`config.mk`:
```
export PLATFORM = sky130hd
export DESIGN_NAME = hazard_scoreboard_unit
export DESIGN_NICKNAME = d
export VERILOG_FILES = /design/src/rtl/hazard_scoreboard_unit.sv
export SDC_FILE = /design/constraint.sdc
export NUM_CORES = 1
export LEC_CHECK = 0
export ABC_AREA = 1
export CORE_MARGIN = 10
export CORE_UTILIZATION = 49
export DETAILED_ROUTE_END_ITERATION = 6
export PLACE_DENSITY = 0.79
export SYNTH_ARGS = -nofsm -noshare
export SYNTH_HDL_FRONTEND = slang
export SYNTH_SLANG_ARGS = --single-unit
```
`constraint.sdc`:
```
create_clock -name clk -period 2 [get_ports clk]
set_clock_uncertainty 0.1 [all_clocks]
set_input_delay 0.4 -clock clk [delete_from_list [all_inputs] [get_ports clk]]
set_output_delay 0.4 -clock clk [all_outputs]
set_load 0.1 [all_outputs]
```
`src/rtl/hazard_scoreboard_unit.sv`:
```
// Pipeline hazard unit: EX operand forwarding selects, load-use and multi-cycle scoreboard stalls.
// Forwarding and stall are combinational; scoreboard state and counters update on clk.
module hazard_scoreboard_unit #(
  parameter int NUM_SRC   = 2,
  parameter int FWD_DEPTH = 2,
  parameter int MC_SLOTS  = 2,
  parameter int LAT_W     = 6,
  parameter int SEL_W     = $clog2(FWD_DEPTH + 1)
) (
  input  logic                     clk,
  input  logic                     rst_n,
  input  logic                     id_valid_i,
  input  logic [NUM_SRC*5-1:0]     id_rs_addr_i,
  input  logic [NUM_SRC-1:0]       id_rs_used_i,
  input  logic                     ex_valid_i,
  input  logic                     ex_reg_write_i,
  input  logic                     ex_is_load_i,
  input  logic [4:0]               ex_rd_addr_i,
  input  logic [NUM_SRC*5-1:0]     ex_rs_addr_i,
  input  logic [FWD_DEPTH*5-1:0]   st_rd_addr_i,
  input  logic [FWD_DEPTH-1:0]     st_reg_write_i,
  input  logic                     mc_issue_i,
  input  logic [4:0]               mc_rd_addr_i,
  input  logic [LAT_W-1:0]         mc_lat_i,
  output logic [NUM_SRC*SEL_W-1:0] fwd_sel_o,
  output logic                     stall_o,
  output logic [MC_SLOTS-1:0]      mc_pending_o,
  output logic                     mc_full_o,
  output logic                     mc_overflow_o,
  output logic [15:0]              stall_count_o
);

  logic [MC_SLOTS-1:0]            valid_q, valid_d;
  logic [MC_SLOTS-1:0][4:0]       rd_q, rd_d;
  logic [MC_SLOTS-1:0][LAT_W-1:0] cnt_q, cnt_d;
  logic                           overflow_q, overflow_d;
  logic [15:0]                    stall_count_q, stall_count_d;
  logic [MC_SLOTS-1:0]            alloc_oh;
  logic                           free_found;
  logic                           load_use_haz;
  logic                           sb_haz;
  logic [LAT_W-1:0]               eff_lat;

  // Scan from the highest stage down so the nearest matching stage wins.
  always_comb begin
    fwd_sel_o = '0;
    for (int i = 0; i < NUM_SRC; i++) begin
      for (int k = FWD_DEPTH - 1; k >= 0; k--) begin
        if (st_reg_write_i[k] && (st_rd_addr_i[5*k +: 5] != 5'd0) &&
            (st_rd_addr_i[5*k +: 5] == ex_rs_addr_i[5*i +: 5])) begin
          fwd_sel_o[SEL_W*i +: SEL_W] = SEL_W'(k + 1);
        end
      end
    end
  end

  always_comb begin
    load_use_haz = 1'b0;
    sb_haz       = 1'b0;
    for (int i = 0; i < NUM_SRC; i++) begin
      if (id_valid_i && id_rs_used_i[i] && (id_rs_addr_i[5*i +: 5] != 5'd0)) begin
        if (ex_valid_i && ex_is_load_i && ex_reg_write_i &&
            (ex_rd_addr_i == id_rs_addr_i[5*i +: 5])) begin
          load_use_haz = 1'b1;
        end
        for (int j = 0; j < MC_SLOTS; j++) begin
          if (valid_q[j] && (rd_q[j] == id_rs_addr_i[5*i +: 5])) begin
            sb_haz = 1'b1;
          end
        end
      end
    end
  end

  assign stall_o = load_use_haz | sb_haz;

  // Allocation looks only at the pre-edge free set, so a slot retiring this edge stays unused.
  always_comb begin
    alloc_oh   = '0;
    free_found = 1'b0;
    for (int j = 0; j < MC_SLOTS; j++) begin
      if (!valid_q[j] && !free_found) begin
        alloc_oh[j] = 1'b1;
        free_found  = 1'b1;
      end
    end
  end

  assign eff_lat = (mc_lat_i == '0) ? LAT_W'(1) : mc_lat_i;

  always_comb begin
    valid_d = valid_q;
    rd_d    = rd_q;
    cnt_d   = cnt_q;
    for (int j = 0; j < MC_SLOTS; j++) begin
      if (valid_q[j]) begin
        cnt_d[j] = cnt_q[j] - LAT_W'(1);
        if (cnt_q[j] == LAT_W'(1)) begin
          valid_d[j] = 1'b0;
        end
      end else if (mc_issue_i && (mc_rd_addr_i != 5'd0) && alloc_oh[j]) begin
        valid_d[j] = 1'b1;
        rd_d[j]    = mc_rd_addr_i;
        cnt_d[j]   = eff_lat;
      end
    end
    overflow_d    = overflow_q | (mc_issue_i && (mc_rd_addr_i != 5'd0) && !free_found);
    stall_count_d = (stall_o && (stall_count_q != 16'hFFFF)) ? stall_count_q + 16'd1
                                                             : stall_count_q;
  end

  always_ff @(posedge clk or negedge rst_n) begin
    if (!rst_n) begin
      valid_q       <= '0;
      rd_q          <= '0;
      cnt_q         <= '0;
      overflow_q    <= 1'b0;
      stall_count_q <= 16'd0;
    end else begin
      valid_q       <= valid_d;
      rd_q          <= rd_d;
      cnt_q         <= cnt_d;
      overflow_q    <= overflow_d;
      stall_count_q <= stall_count_d;
    end
  end

  assign mc_pending_o  = valid_q;
  assign mc_full_o     = &valid_q;
  assign mc_overflow_o = overflow_q;
  assign stall_count_o = stall_count_q;

endmodule

```
==> summary.md <==
| Metric | Value |
|---|---|
| Max-slew headroom | 0.512 |
| Compound-Gate Fraction of Synth Area | 0.0816 |
| Yosys warnings | 0 |
| Drt first pass iters | 4 |
| Place WS | -583 ps |
| XOR/XNOR share of the synthesized area | 0.113 |
| GR Util met3 | 0.0454 |
| Yosys cell types | 33 |
| Placed insts | 614 |
| CTS tree | yes |
| DPL Wire Length | 7660 um |
| GRT Residual Overflow | 0 |
| Startpoint Class | input pin |
| Slew @ Worst Pin | 731 ps |
| CTS sink count | 41 |
| Pwr Density | 687 nW/um2 |
| Mux contribution to synthesized area | 0 |
| Peak supply drop | 722 uV |
| Commonest non-fill, non-tap cells in the layout | 150 x nand2_1, 45 x inv_1, 35 x nor2_1, 35 x nand3_1, 28 x buf_4 |
| Maximum clock path buffer count | 2 |
| Core area | 5960 um2 |
| Final setup margin | -83.0 ps |
| Reg2reg end | stall_count_o[4] |
| Vias in the first global route | 3,293 |
| Outcome | finished, violations left |
| Most Used Layer, Global Route | met2 |
| F_max | 0.480 GHz |
| Die Area | 9700 um2 |
| WL/cell | 15.4 um |
| Reg2reg start | rd_q[9] |
| Leak Pwr | 2.33 nW |
| Top Ports | 82 |
| R2r worst-path depth | 15 |
| Final setup fails | 2 |
| Fin crit share | 1.04 |
| CTS clk-pin slew, worst paths | 100 ps |
| H-Tree Depth | 2 |
| Post-Syn Area per Cell | 6.94 um2 |
| CP endpoint kind | primary output |
| Area growth from synthesis to layout | 53.9% |
| Max Cap Viol | 0 |
| First-pass GRT wire length | 15,800 um |
| Largest net degree at the start of global routing | 33 |
| Vias | 3,290 |
| Iter 0 DRT Violations | 201 |
| Residual DRC count | 0 |
| Worst hold-check path type | in -> async |
| Critical path data arrival time | 1580 ps |
| # nets final | 613 |
| Gate Count Post-Synth | 435 |
| Unrepaired setup endpoints after global routing | true |
| Row cnt | 28 |
| CP Class | in -> out |
| Share of cells above drive strength 1 | 0.261 |
| Final Non-Filler Cells | 628 |
| GRT Overall Usage | 0.194 |
| Post-route ant nets | 0 |
| Initial Utilization | 0.507 |
| Tmin final | 2080 ps |
| PortBufs | 81 |
| Initial antenna violation count | 1 |
| Later-pin clock latency in the skew report | 310 ps |
| Synthesized net count | 497 |
| Mapped cell area | 3020 um2 |
| Final wirelength | 9690 um |
| Simple-gate share of the synthesized area | 0.363 |
| Routability congestion estimate | 0.902 |
| Commonest non-fill, non-tap cell in the layout | nand2_1 |
| WP data required | 1500 ps |
| Sequential area share after synthesis | 0.340 |
| CTS Hold Buffers Added | 0 |
| Largest family of logic cells by synthesized area | simple AND/OR/NAND/NOR gates |
| CTS root buf | clkbuf_8 |
| Slew Viols, Final | 0 |
| Die Width | 98.5 um |
| Synth Area in Adders | 0.0207 |
| Grt met2 use | 0.347 |
| Crit-path max FO | 2 |
| Synthesis-stage register bit count | 41 |
| Register-to-Register Setup Slack | 180 ps |
| Via density | 5.24 |
| CTS Buf Count | 5 |
| Final hold vios | 0 |
| Die Y | 98.5 um |
| Failing checks | negative setup slack |
| Met1 usage | 0.222 |
[stage by stage]
stage	hold WS, ps	power, mW	utilization	TNS [ps]	cell area (um2)
6_report	33.2	3.19	0.780	-159	4650
5_1_grt	81.8	3.39	0.780	-391	4650
4_1_cts	66.2	3.19	0.780	-784	4650
3_5_place_dp	402	2.64	0.759	-8550	4520
3_3_place_gp	389	2.58	0.759	-7420	4520
2_1_floorplan	4.41	2.07	-	-1060	3200
[synthesized netlist by cell type]
| library cell | count | area share |
|---|---|---|
| and3_1 | 1 | 0.0021 |
| nor3_1 | 8 | 0.013 |
| a21oi_1 | 4 | 0.0066 |
| nand2_2 | 4 | 0.0083 |
| inv_1 | 52 | 0.065 |
| xor2_1 | 18 | 0.052 |
| xnor2_1 | 21 | 0.061 |
| nor4_1 | 1 | 0.0021 |
| dfrtp_1 | 41 | 0.34 |
| buf_6 | 1 | 0.0037 |
| nand4_4 | 1 | 0.0070 |
| a31o_2 | 1 | 0.0029 |
| nor2_1 | 37 | 0.046 |
| nand2_4 | 1 | 0.0037 |
| buf_4 | 1 | 0.0025 |
| o21ai_0 | 11 | 0.018 |
| nand3_1 | 35 | 0.058 |
| o211ai_1 | 7 | 0.017 |
| ha_1 | 5 | 0.021 |
| o221ai_1 | 2 | 0.0058 |
| o41ai_1 | 3 | 0.0087 |
| nand3b_1 | 1 | 0.0025 |
| o21bai_1 | 3 | 0.0075 |
| o311ai_0 | 3 | 0.0087 |
| nand4_1 | 7 | 0.015 |
| or2_2 | 3 | 0.0062 |
| inv_2 | 4 | 0.0050 |
| nor3_4 | 1 | 0.0054 |
| nand2_1 | 151 | 0.19 |
| clkbuf_1 | 2 | 0.0025 |
| a41oi_1 | 2 | 0.0058 |
| buf_2 | 2 | 0.0033 |
| nor3b_4 | 1 | 0.0062 |
[kinds of logic after synthesis]
logic type / after synthesis
AND/OR/NAND/NOR: 252
buffers and inverters: 62
flip-flops: 41
XOR/XNOR: 39
AO/OA/AOI/OAI: 36
adder cells (fa/ha/maj): 5
[worst max path at each step]
stage / startpoint / to / slack, ps / cells after the start
global route: rd_q[8] / stall_o / -160 / 11
detailed placement: st_rd_addr_i[5] / fwd_sel_o[1] / -580 / 7
finish: st_rd_addr_i[1] / fwd_sel_o[3] / -80 / 7
global placement: st_rd_addr_i[0] / fwd_sel_o[3] / -460 / 6
CTS: st_rd_addr_i[1] / fwd_sel_o[3] / -220 / 7
floorplan: st_rd_addr_i[0] / fwd_sel_o[3] / -610 / 4
[per-layer routing]
layer	wire length, um	vias to the layer above
li1	-	1631
met1	4010	1534
met2	4970	103
met3	463	22
met4	255	0
met5	0	-
[what timing repair did]
item / CTS / global route
endpoints found under the setup margin: 20 / 20
gates resized for setup: 68 / 49
buffers inserted: 6 / 1
cloned: 0 / 0
pin swaps: 25 / 29
[report_power, final]
part           internal, mW  total [mW]  switching (mW)
registers             0.997        1.18           0.181
logic                 0.580        1.46           0.878
clock network         0.250       0.559           0.309
[sequential cells by signal, summed over array words and instances (netlist names)]
signal	cells
cnt_q	12
mc_overflow_o	1
mc_pending_o	2
rd_q	10
stall_count_o	16
[worst max-delay path, stage by stage]
cell,delay (ps)
buf_6,100
or2_4,250
o41ai_4,200
buf_4,190
nor3_4,50
nor3_4,200
buf_12,200
[layout make-up]
cell class / count / area, um2
Timing Repair Buffer: 115 / 1270
Antenna cell: 1 / 2.50
Sequential cell: 41 / 1060
Multi-Input combinational cell: 332 / 1930
Clock buffer: 7 / 76.3
Clock inverter: 1 / 8.76
Tap cell: 75 / 93.8
Fill cell: 439 / 1310
Inverter: 56 / 210
(Power assumes the default switching activity.)
